<file path="src/rtl/pipe3_cpu.sv">
// Three-stage (IF, ID/EX, WB) toy CPU with a 2-bit opcode, full EX/WB forwarding and a sticky HALT.
// Instruction memory is not reset; the register file resets to Reg[i] = i+1.
module pipe3_cpu #(
  parameter  int DW         = 8,
  parameter  int NREG       = 8,
  parameter  int IMEM_DEPTH = 16,
  localparam int RAW        = $clog2(NREG),
  localparam int PAW        = $clog2(IMEM_DEPTH),
  localparam int IW         = 2 + 2 * RAW
) (
  input  logic           clk,
  input  logic           rst,
  input  logic           run,
  input  logic           prog_we,
  input  logic [PAW-1:0] prog_addr,
  input  logic [IW-1:0]  prog_data,
  input  logic [RAW-1:0] dbg_addr,
  output logic [DW-1:0]  dbg_data,
  output logic [PAW-1:0] pc,
  output logic           halted,
  output logic           wb_valid,
  output logic [RAW-1:0] wb_addr,
  output logic [DW-1:0]  wb_data
);

  localparam logic [1:0] OP_ADD  = 2'b00;
  localparam logic [1:0] OP_SRL  = 2'b01;
  localparam logic [1:0] OP_SUB  = 2'b10;
  localparam logic [1:0] OP_HALT = 2'b11;

  logic [IW-1:0]  imem [IMEM_DEPTH];
  logic [DW-1:0]  regs [NREG];

  logic           ifid_valid;
  logic [IW-1:0]  ifid_instr;

  logic [1:0]     op;
  logic [RAW-1:0] rd;
  logic [RAW-1:0] rs;
  logic [DW-1:0]  opa;
  logic [DW-1:0]  opb;
  logic [DW-1:0]  alu;
  logic           advance;
  logic           exec;
  logic           halt_now;

  assign op = ifid_instr[IW-1 -: 2];
  assign rd = ifid_instr[2*RAW-1 -: RAW];
  assign rs = ifid_instr[RAW-1:0];

  // The EX/WB entry commits on the same edge the next instruction executes, so bypass it.
  assign opa = (wb_valid && (wb_addr == rd)) ? wb_data : regs[rd];
  assign opb = (wb_valid && (wb_addr == rs)) ? wb_data : regs[rs];

  assign advance  = run && !halted;
  assign exec     = advance && ifid_valid;
  assign halt_now = exec && (op == OP_HALT);

  always_comb begin
    alu = '0;
    case (op)
      OP_ADD:  alu = opa + opb;
      OP_SRL:  alu = ({1'b0, opb} >= (DW+1)'(DW)) ? '0 : (opa >> opb);
      OP_SUB:  alu = opa - opb;
      default: alu = '0;
    endcase
  end

  assign dbg_data = regs[dbg_addr];

  always_ff @(posedge clk) begin
    if (prog_we) begin
      imem[prog_addr] <= prog_data;
    end
  end

  always_ff @(posedge clk or negedge rst) begin
    if (!rst) begin
      for (int i = 0; i < NREG; i++) begin
        regs[i] <= DW'(i + 1);
      end
    end else if (wb_valid) begin
      regs[wb_addr] <= wb_data;
    end
  end

  always_ff @(posedge clk or negedge rst) begin
    if (!rst) begin
      pc         <= '0;
      halted     <= 1'b0;
      ifid_valid <= 1'b0;
      ifid_instr <= '0;
      wb_valid   <= 1'b0;
      wb_addr    <= '0;
      wb_data    <= '0;
    end else begin
      wb_valid <= exec && !halt_now;
      if (exec && !halt_now) begin
        wb_addr <= rd;
        wb_data <= alu;
      end
      if (halt_now) begin
        halted     <= 1'b1;
        ifid_valid <= 1'b0;
      end else if (advance) begin
        pc         <= pc + 1'b1;
        ifid_valid <= 1'b1;
        ifid_instr <= imem[pc];
      end
    end
  end

endmodule
</file>
<file path="config.mk">
export PLATFORM = sky130hd
export DESIGN_NAME = pipe3_cpu
export DESIGN_NICKNAME = d
export VERILOG_FILES = /design/src/rtl/pipe3_cpu.sv
export SDC_FILE = /design/constraint.sdc
export NUM_CORES = 1
export LEC_CHECK = 0
export ABC_CLOCK_PERIOD_IN_PS = 6000
export CAP_MARGIN = 10
export CELL_PAD_IN_SITES_DETAIL_PLACEMENT = 0
export CELL_PAD_IN_SITES_GLOBAL_PLACEMENT = 1
export CORE_ASPECT_RATIO = 0.75
export CORE_MARGIN = 10
export CORE_UTILIZATION = 53
export DETAILED_ROUTE_END_ITERATION = 10
export GPL_TIMING_DRIVEN = 0
export PLACE_DENSITY = 0.82
export REMOVE_ABC_BUFFERS = 1
export SLEW_MARGIN = 20
export SYNTH_ARGS = -nofsm -noshare
export SYNTH_HDL_FRONTEND = slang
export SYNTH_SLANG_ARGS = --single-unit
</file>
<file path="constraint.sdc">
create_clock -name clk -period 6 [get_ports clk]
set_input_delay 1.8 -clock clk [delete_from_list [all_inputs] [get_ports clk]]
set_output_delay 1.8 -clock clk [all_outputs]
set_load 0.05 [all_outputs]
</file>
### After elaboration in Yosys (flattened, before gate mapping)

Memory sizes are Yosys's and may differ from the RTL's. A register that Yosys moved wholly into a read port is not among the register bits.
Cells that the tools add are included.

* bits in registers: 82
* memory bits (writable): 128
* input bits: 19
* output and inout bits: 25
* word-level logic and storage cells: 68
* memories: 1

Memories
* imem: depth 16, bits a word 8, rd ports 1, clocked after memory_dff 1, write ports 1, RTL line 31 `logic [IW-1:0] imem [IMEM_DEPTH];`

* $add $sub $neg: 3
* magnitude comparators: 6
* equal/unequal tests: 5
* shift-type cells: 1
* multiplexer cells: 20
* bitwise logic cells: 5
* reduce and logical (&&, ||, !) cells: 13

Operators with widths (number)
* 2-to-1 mux 8 bit: 10
* binary-select mux 8 bit (select 3 bit): 3
* bitwise mux 64 bit: 1
* demux 8 bit (select 3 bit): 1
* one-hot mux 8 bit (3 select lines): 1
* greater-or-equal comparator 4 bit, second input constant: 4
* inverter 3 -> 4 bit: 4
* adder 8 bit: 1
* greater-or-equal comparator 8 x 4 -> 1 bit, second input constant: 1
* right shift 8 x 8 -> 8 bit: 1
* subtractor 8 bit: 1
* logical AND 1 bit: 7
* equality test 3 bit: 2
* adder 4 x 1 -> 4 bit, second input constant: 1
* equality test 2 bit, second input constant: 2
* less-than comparator 4 x 1 -> 1 bit, second input constant: 1
* 2-to-1 mux 1 bit: 4
* zero test 1 bit: 3
* equality test 2 x 1 -> 1 bit, second input constant: 1
* zero test 2 bit: 1
* AND reduction 2 bit: 1
* nonzero test 2 bit: 1
* inverter 1 bit: 1

### Logic depth before layout (Yosys ltp)

Gate-level depths: netlist of run 1.

* depth in word-level cells: 8
* mapped depth: 19
* mapped depth without buffers: 15

### Worst setup path after synthesis of run 1

No wires, ideal clock.

* path kind: input to output
* start point: input port dbg_addr[0]
* end point: output port dbg_data[0]
* arrival: 3650 ps
* required time: 4200 ps
* setup slack: 550 ps
* stages on the path: 4
* path through: clkbuf_1 -> buf_1 -> mux4_2 -> mux2_2

* cells in the longest elaborated chain, start to end: 4

Ends and longest elaborated chain
* start, declared: RTL line 17 `input logic [RAW-1:0] dbg_addr,`
* inverter 3 -> 4 bit (implied by the code): RTL line 69 `assign dbg_data = regs[dbg_addr];`
* binary-select mux 8 bit (select 3 bit): RTL line 69
* 2-to-1 mux 8 bit (implied by the code) (2 in a row): RTL line 69
* end, declared: RTL line 18 `output logic [DW-1:0] dbg_data,`

Every way passes these cells. The select of a mux whose other input is x is not followed.

### Worst setup path after layout of run 1

* start point: input port dbg_addr[1]
* end point: output port dbg_data[5]

The elaborated chain is that of the path after synthesis.

==> results of run 1 <==
worst min-delay path by stage:
stage | from | endpoint | slack [ns] | cells after the start
detailed placement | halted$_DFFE_PN0P_ | halted$_DFFE_PN0P_ | 0.48 | 1
global placement | halted$_DFFE_PN0P_ | halted$_DFFE_PN0P_ | 0.48 | 1
CTS | halted$_DFFE_PN0P_ | halted$_DFFE_PN0P_ | 0.50 | 1
floorplan | regs[35]$_DFFE_PN0P_ | regs[35]$_DFFE_PN0P_ | 0.51 | 1
global route | halted$_DFFE_PN0P_ | halted$_DFFE_PN0P_ | 0.52 | 1
finish | halted$_DFFE_PN0P_ | halted$_DFFE_PN0P_ | 0.50 | 1
sequential cells by signal, summed over array words and instances (netlist names):
| register | flops |
|---|---|
| imem | 128 |
| regs | 64 |
| ifid_instr | 8 |
| wb_data | 8 |
| pc | 4 |
| wb_addr | 3 |
| halted | 1 |
| ifid_valid | 1 |
| wb_valid | 1 |
power groups by stage:
stage          logic (W)  clock network (W)  registers (W)
4_1_cts          0.00220            0.00146        0.00239
3_3_place_gp     0.00216                  0        0.00239
5_1_grt          0.00239            0.00153        0.00245
2_1_floorplan    0.00157                  0        0.00235
6_report         0.00221            0.00143        0.00239
3_5_place_dp     0.00219                  0        0.00242
per-stage QoR:
step | instances | hold slack, ns | TNS, ns | instance area (um^2) | utilization
2_1_floorplan | 608 | 0.506 | 0 | 10600 | -
3_3_place_gp | 909 | 0.479 | -14.57 | 11300 | 0.563
3_5_place_dp | 918 | 0.484 | -1.14 | 11400 | 0.569
4_1_cts | 958 | 0.502 | 0 | 12200 | 0.607
5_1_grt | 958 | 0.517 | 0 | 12200 | 0.607
6_report | 958 | 0.495 | 0 | 12200 | 0.607
worst register-to-register path: cells and delay by family, from the launching register on:
family          cells  cell delay [ns]
compound gates      5             0.89
xor+xnor            2             0.47
fa+ha+maj           2             0.52
buf+inv             1             0.03
flops               1             0.99
mux                 3             1.40
simple gates        2             0.79
routing by layer:
| layer | vias to the layer above | wire length (um) | global-route usage |
|---|---|---|---|
| met5 | - | 0 | 0 |
| met4 | 0 | 479 | 0.0529 |
| met3 | 41 | 2160 | 0.0547 |
| met2 | 249 | 11600 | 0.294 |
| met1 | 3281 | 11000 | 0.281 |
| li1 | 2643 | - | - |
cell type report:
type	instances	area [um^2]
Clock buffer	27	591
Multi-Input combinational cell	376	4440
Clock inverter	13	169
Timing Repair Buffer	52	515
Sequential cell	218	6120
Fill cell	1429	7890
Tap cell	258	323
Inverter	14	52.6
cell usage in the layout, fill, tap and decap left out, drive strengths merged, types with 2 or more instances in the layout:
cell and instances:
edfxtp 128, mux2 92, mux4 91, dfrtp 77
clkdlybuf4s50 40, nand2 27, clkbuf 27, nor2 26
mux2i 19, a21oi 15, xnor2 14, o21ai 14
dfstp 13, inv 13, buf 11, nor3 11
ha 9, clkinv 9, xor2 6, nand2b 6
nand4 4, and2 4, nand3 4, bufinv 4
nor2b 3, nand4b 3, a221oi 3, nor3b 3
nand3b 2, nor4 2, o22a 2
cells by family after synthesis:
kind of cell	Yosys count	share of synthesized area
multiplexers	202	0.308
buffers and inverters	58	0.0236
AND/OR/NAND/NOR	100	0.0462
AO/OA/AOI/OAI	44	0.0256
flip-flops	218	0.568
adder cells (fa/ha/maj)	10	0.0123
XOR/XNOR	20	0.0163
==> run metrics, run 1 <==
Worst Reg-to-Reg Cells=15; CP Max Fanout=16; switching part of the total=0.356; Rows=45; setup bufs post-CTS=0; RSZ-0062 raised after global routing=no; WP data arrival=just under 4 ns; top cell type's share of synthesized area=0.357; CTS sink count=218; synth cell count leaders=edfxtp_1 (128), mux2_2 (92), mux4_2 (87); Tmin final=roughly 5.7 ns; worst reg2reg setup slack=~0.76 ns; Fin. Hold Viols=0; DRT Pass-1 Iters=5; Starting DRT DRC Count=585; Max Freq=roughly 170 MHz; post_cts resized=3; count leader, synth=edfxtp_1; vias in the first global route=6418; Synth area leader=edfxtp_1; diode count=0; Unique masters post-synth=55; mean post-synth cell area=approximately 17 um^2; outcome=complete, no violations; YS warnings=0; Mapped Cells=between 600 and 700; initial antenna violation count=0; Setup violations, final=0; initial core utilization=0.535; nature of the critical path startpoint=primary input; capture point of the worst reg-to-reg path=wb_data[7]$_DFFE_PN0P_; routed vias/inst=about 6.5; WL/cell=between 20 and 30 um; Async SR Flop Fraction=0.413; largest net degree at the start of global routing=57; leak pwr=roughly 4.6 nW; clock skew=0.0168 ns; Chip Height=between 100 and 150 um; Worst Path Class, Setup=in -> out; Root Buffer=clkbuf_16; clk buf depth=3; share of layout cells above drive strength 1=0.370; critical path's largest stage delay=0.71 ns; Reg clk slew, reported paths=~0.06 ns; Slew Limit Fails=0; CP max-delay cell=clkdlybuf4s50_1; Placer Congestion=0.832; relative slew slack=0.241; Ports=44; dpl hpwl=16500 um; Critical path origin=dbg_addr[1]; Synth Register Bits=about 220; Clock Power Share=0.238; sequential fraction of design power=0.396; worst r2r src=ifid_instr[1]$_DFFE_PN0P_; GR Util All Layers=0.198; # DRC=0; WP depth=4; Hold/Removal Path Class=reg -> reg; core area=roughly 20000 um^2; peak supply drop=0.000444 V; first-pass GRT wire length=39200 um; drt total wl=around 25000 um; worst setup path end=dbg_data[5]; antenna viol nets, final=0; Critical Path End Type=primary output; Final period util=0.958; cts hold-fix bufs=0; Sw Pwr=between 0.002 and 0.0025 W; routed vias=~6200; mapped cell area=around 11000 um^2; top cell family by delay on the critical path=buffers and inverters; Least-Margin Pin Slew=about 1.1 ns; I/O Buffers=43; CP bufs+invs=2; CTS Buf Count=22; die width=around 180 um; PD cells=around 490 nW/um^2; crit path setup slack, layout=between 0.2 and 0.3 ns; post-synthesis sequential area ratio=0.568; CTS tree=built; ys flop type=edfxtp_1; Logic pwr share=0.366; Syn-to-layout area delta=13.5%; nets=between 700 and 800; pre-CTS setup slack=-0.319 ns; CP required=roughly 4.2 ns; Die ar.=approximately 26000 um^2; Power Internal=approximately 0.004 W; H-tree level count=1; total gr overflow=0; top cells by area, synth=edfxtp_1 (36%), mux4_2 (18%), dfrtp_1 (18%); crit-path cells=clkdlybuf4s15_2 > mux4_2 > mux2_2 > clkdlybuf4s50_1; clk_lat worst skew=roughly 0.5 ns; total chip power=~0.006 W; number of synthesized flops with an enable pin=approximately 130; Max-Cap Viols=0
(Power assumes the default switching activity.)
==> run 2: changes to the inputs <==
Settings changed: GPL_TIMING_DRIVEN 0 to not set.
==> run metrics, run 2 (synthesis results as in run 1) <==
Tmin final=between 5 and 6 ns; Hold WS=around 0.5 ns; Worst Path Class, Setup=in -> out; Final period util=0.917; CTS Buf Count=23; Chip Height=roughly 140 um; relative slew slack=0.270; Max Freq=between 150 and 200 MHz; max reg flops=128; WL/cell=~26 um; Least-Margin Pin Slew=roughly 1.1 ns; routed vias=6257; initial core utilization=0.535; core area=20100 um^2; Max-Cap Viols=0; Syn-to-layout area delta=13.6%; capture point of the worst reg-to-reg path=wb_data[7]$_DFFE_PN0P_; diode count=0; # DRC=0; Critical Path End Type=primary output; DRT Pass-1 Iters=5; drt total wl=25500 um; Fin. Hold Viols=0; Ports=44; worst r2r src=ifid_instr[0]$_DFFE_PN0P_; nature of the critical path startpoint=primary input; initial antenna violation count=0; Setup violations, final=0; Fillers=about 1500; leak pwr=~4.6 nW; CTS tree=built; Placer Congestion=between 0.8 and 0.9; Root Buffer=clkbuf_16; H-tree level count=1; Rows=45; GR Util All Layers=0.199; CTS sink count=around 220; outcome=complete, no violations; largest net degree at the start of global routing=54; post_cts resized=0; vias in the first global route=approximately 6500; Hold/Removal Path Class=reg -> reg; RSZ-0062 raised after global routing=no; first-pass GRT wire length=approximately 40000 um; largest register by flop count=imem; I/O Buffers=between 40 and 50; Top Registers=imem: 128 flops, regs: 64 flops; Reg clk slew, reported paths=around 0.060 ns; clock skew=0.00994 ns; Starting DRT DRC Count=between 700 and 800; CP Max Fanout=10; PD cells=roughly 500 nW/um^2; clk buf depth=3; total gr overflow=0; Worst Reg-to-Reg Cells=16; Die ar.=around 26000 um^2; share of layout cells above drive strength 1=0.373; WP data arrival=~3.7 ns; worst reg2reg setup slack=1.34 ns; antenna viol nets, final=0; CP required=between 4 and 5 ns; dpl hpwl=approximately 17000 um; clk_lat worst skew=approximately 0.50 ns; routed vias/inst=between 6 and 7; die width=~180 um; setup_tns=0 ns; most common cell after layout, fill and taps aside=edfxtp_1; Critical path origin=dbg_addr[1]; nets=roughly 720; peak supply drop=around 0.00037 V; worst setup path end=dbg_data[6]; cts hold-fix bufs=0; setup bufs post-CTS=0; commonest non-fill, non-tap cells in the layout=edfxtp_1 (128), mux2_2 (92), mux4_2 (87); post-layout util=0.608; Slew Limit Fails=0
run 2: changes by cell type in the layout (fill, tap and decap cells not counted), sizes merged:
cell	previous run	this run
buf	11	26
clkdlybuf4s50	40	34
clkbuf	27	28
clkdlybuf4s15	1	0
clkinv	9	10
clkinvlp	1	0
inv	13	14
run 2: where the power goes:
part	total [W]	internal (W)	switching, W
logic	0.00246	0.00123	0.00123
clock network	0.00147	0.000901	0.000573
registers	0.00218	0.00180	0.000382
total	0.00612	0.00394	0.00219
run 2: stage by stage:
step	cells	setup slack (ns)	instance area (um^2)	power, W
4_1_cts	968	0.516	12200	0.00615
3_3_place_gp	926	0.563	11400	0.00459
2_1_floorplan	608	1.52	10600	0.00392
5_1_grt	968	0.459	12200	0.00644
6_report	968	0.496	12200	0.00612
3_5_place_dp	926	0.529	11400	0.00466
run 2: final cells by class:
cell class	count	area, um^2	share of cell area
Sequential cell	218	6110	0.500
Multi-Input combinational cell	376	4410	0.361
Clock buffer	28	614	0.0502
Timing Repair Buffer	60	536	0.0438
Tap cell	258	323	0.0264
Clock inverter	14	175	0.0143
Inverter	14	52.6	0.00430
run 2: worst min path at each step:
stage,from,cells past startpoint,endpoint,slack [ns]
floorplan,regs[35]$_DFFE_PN0P_,1,regs[35]$_DFFE_PN0P_,0.51
global placement,halted$_DFFE_PN0P_,1,halted$_DFFE_PN0P_,0.47
detailed placement,halted$_DFFE_PN0P_,1,halted$_DFFE_PN0P_,0.49
CTS,halted$_DFFE_PN0P_,1,halted$_DFFE_PN0P_,0.50
global route,halted$_DFFE_PN0P_,1,halted$_DFFE_PN0P_,0.54
finish,halted$_DFFE_PN0P_,1,halted$_DFFE_PN0P_,0.50
run 2: metal layers:
metal	part of all wire	GRT usage	up-vias	wire (um)
met5	0	0	-	0
met2	0.47	0.303	269	12000
met4	0.016	0.0417	0	396
met1	0.43	0.287	3289	11100
met3	0.079	0.0447	38	2020
li1	-	-	2661	-
run 2: critical path, stage by stage:
cell and delay [ns]:
clkdlybuf4s50_1 0.82, buf_4 0.28, mux4_2 0.31, mux2_2 0.29, buf_4 0.19
==> run 3: changes to the inputs <==
Settings changed: SKIP_LAST_GASP set to 1.
==> results of run 3 <==
The final DEF is identical to that of run 2; final timing and power are the same.
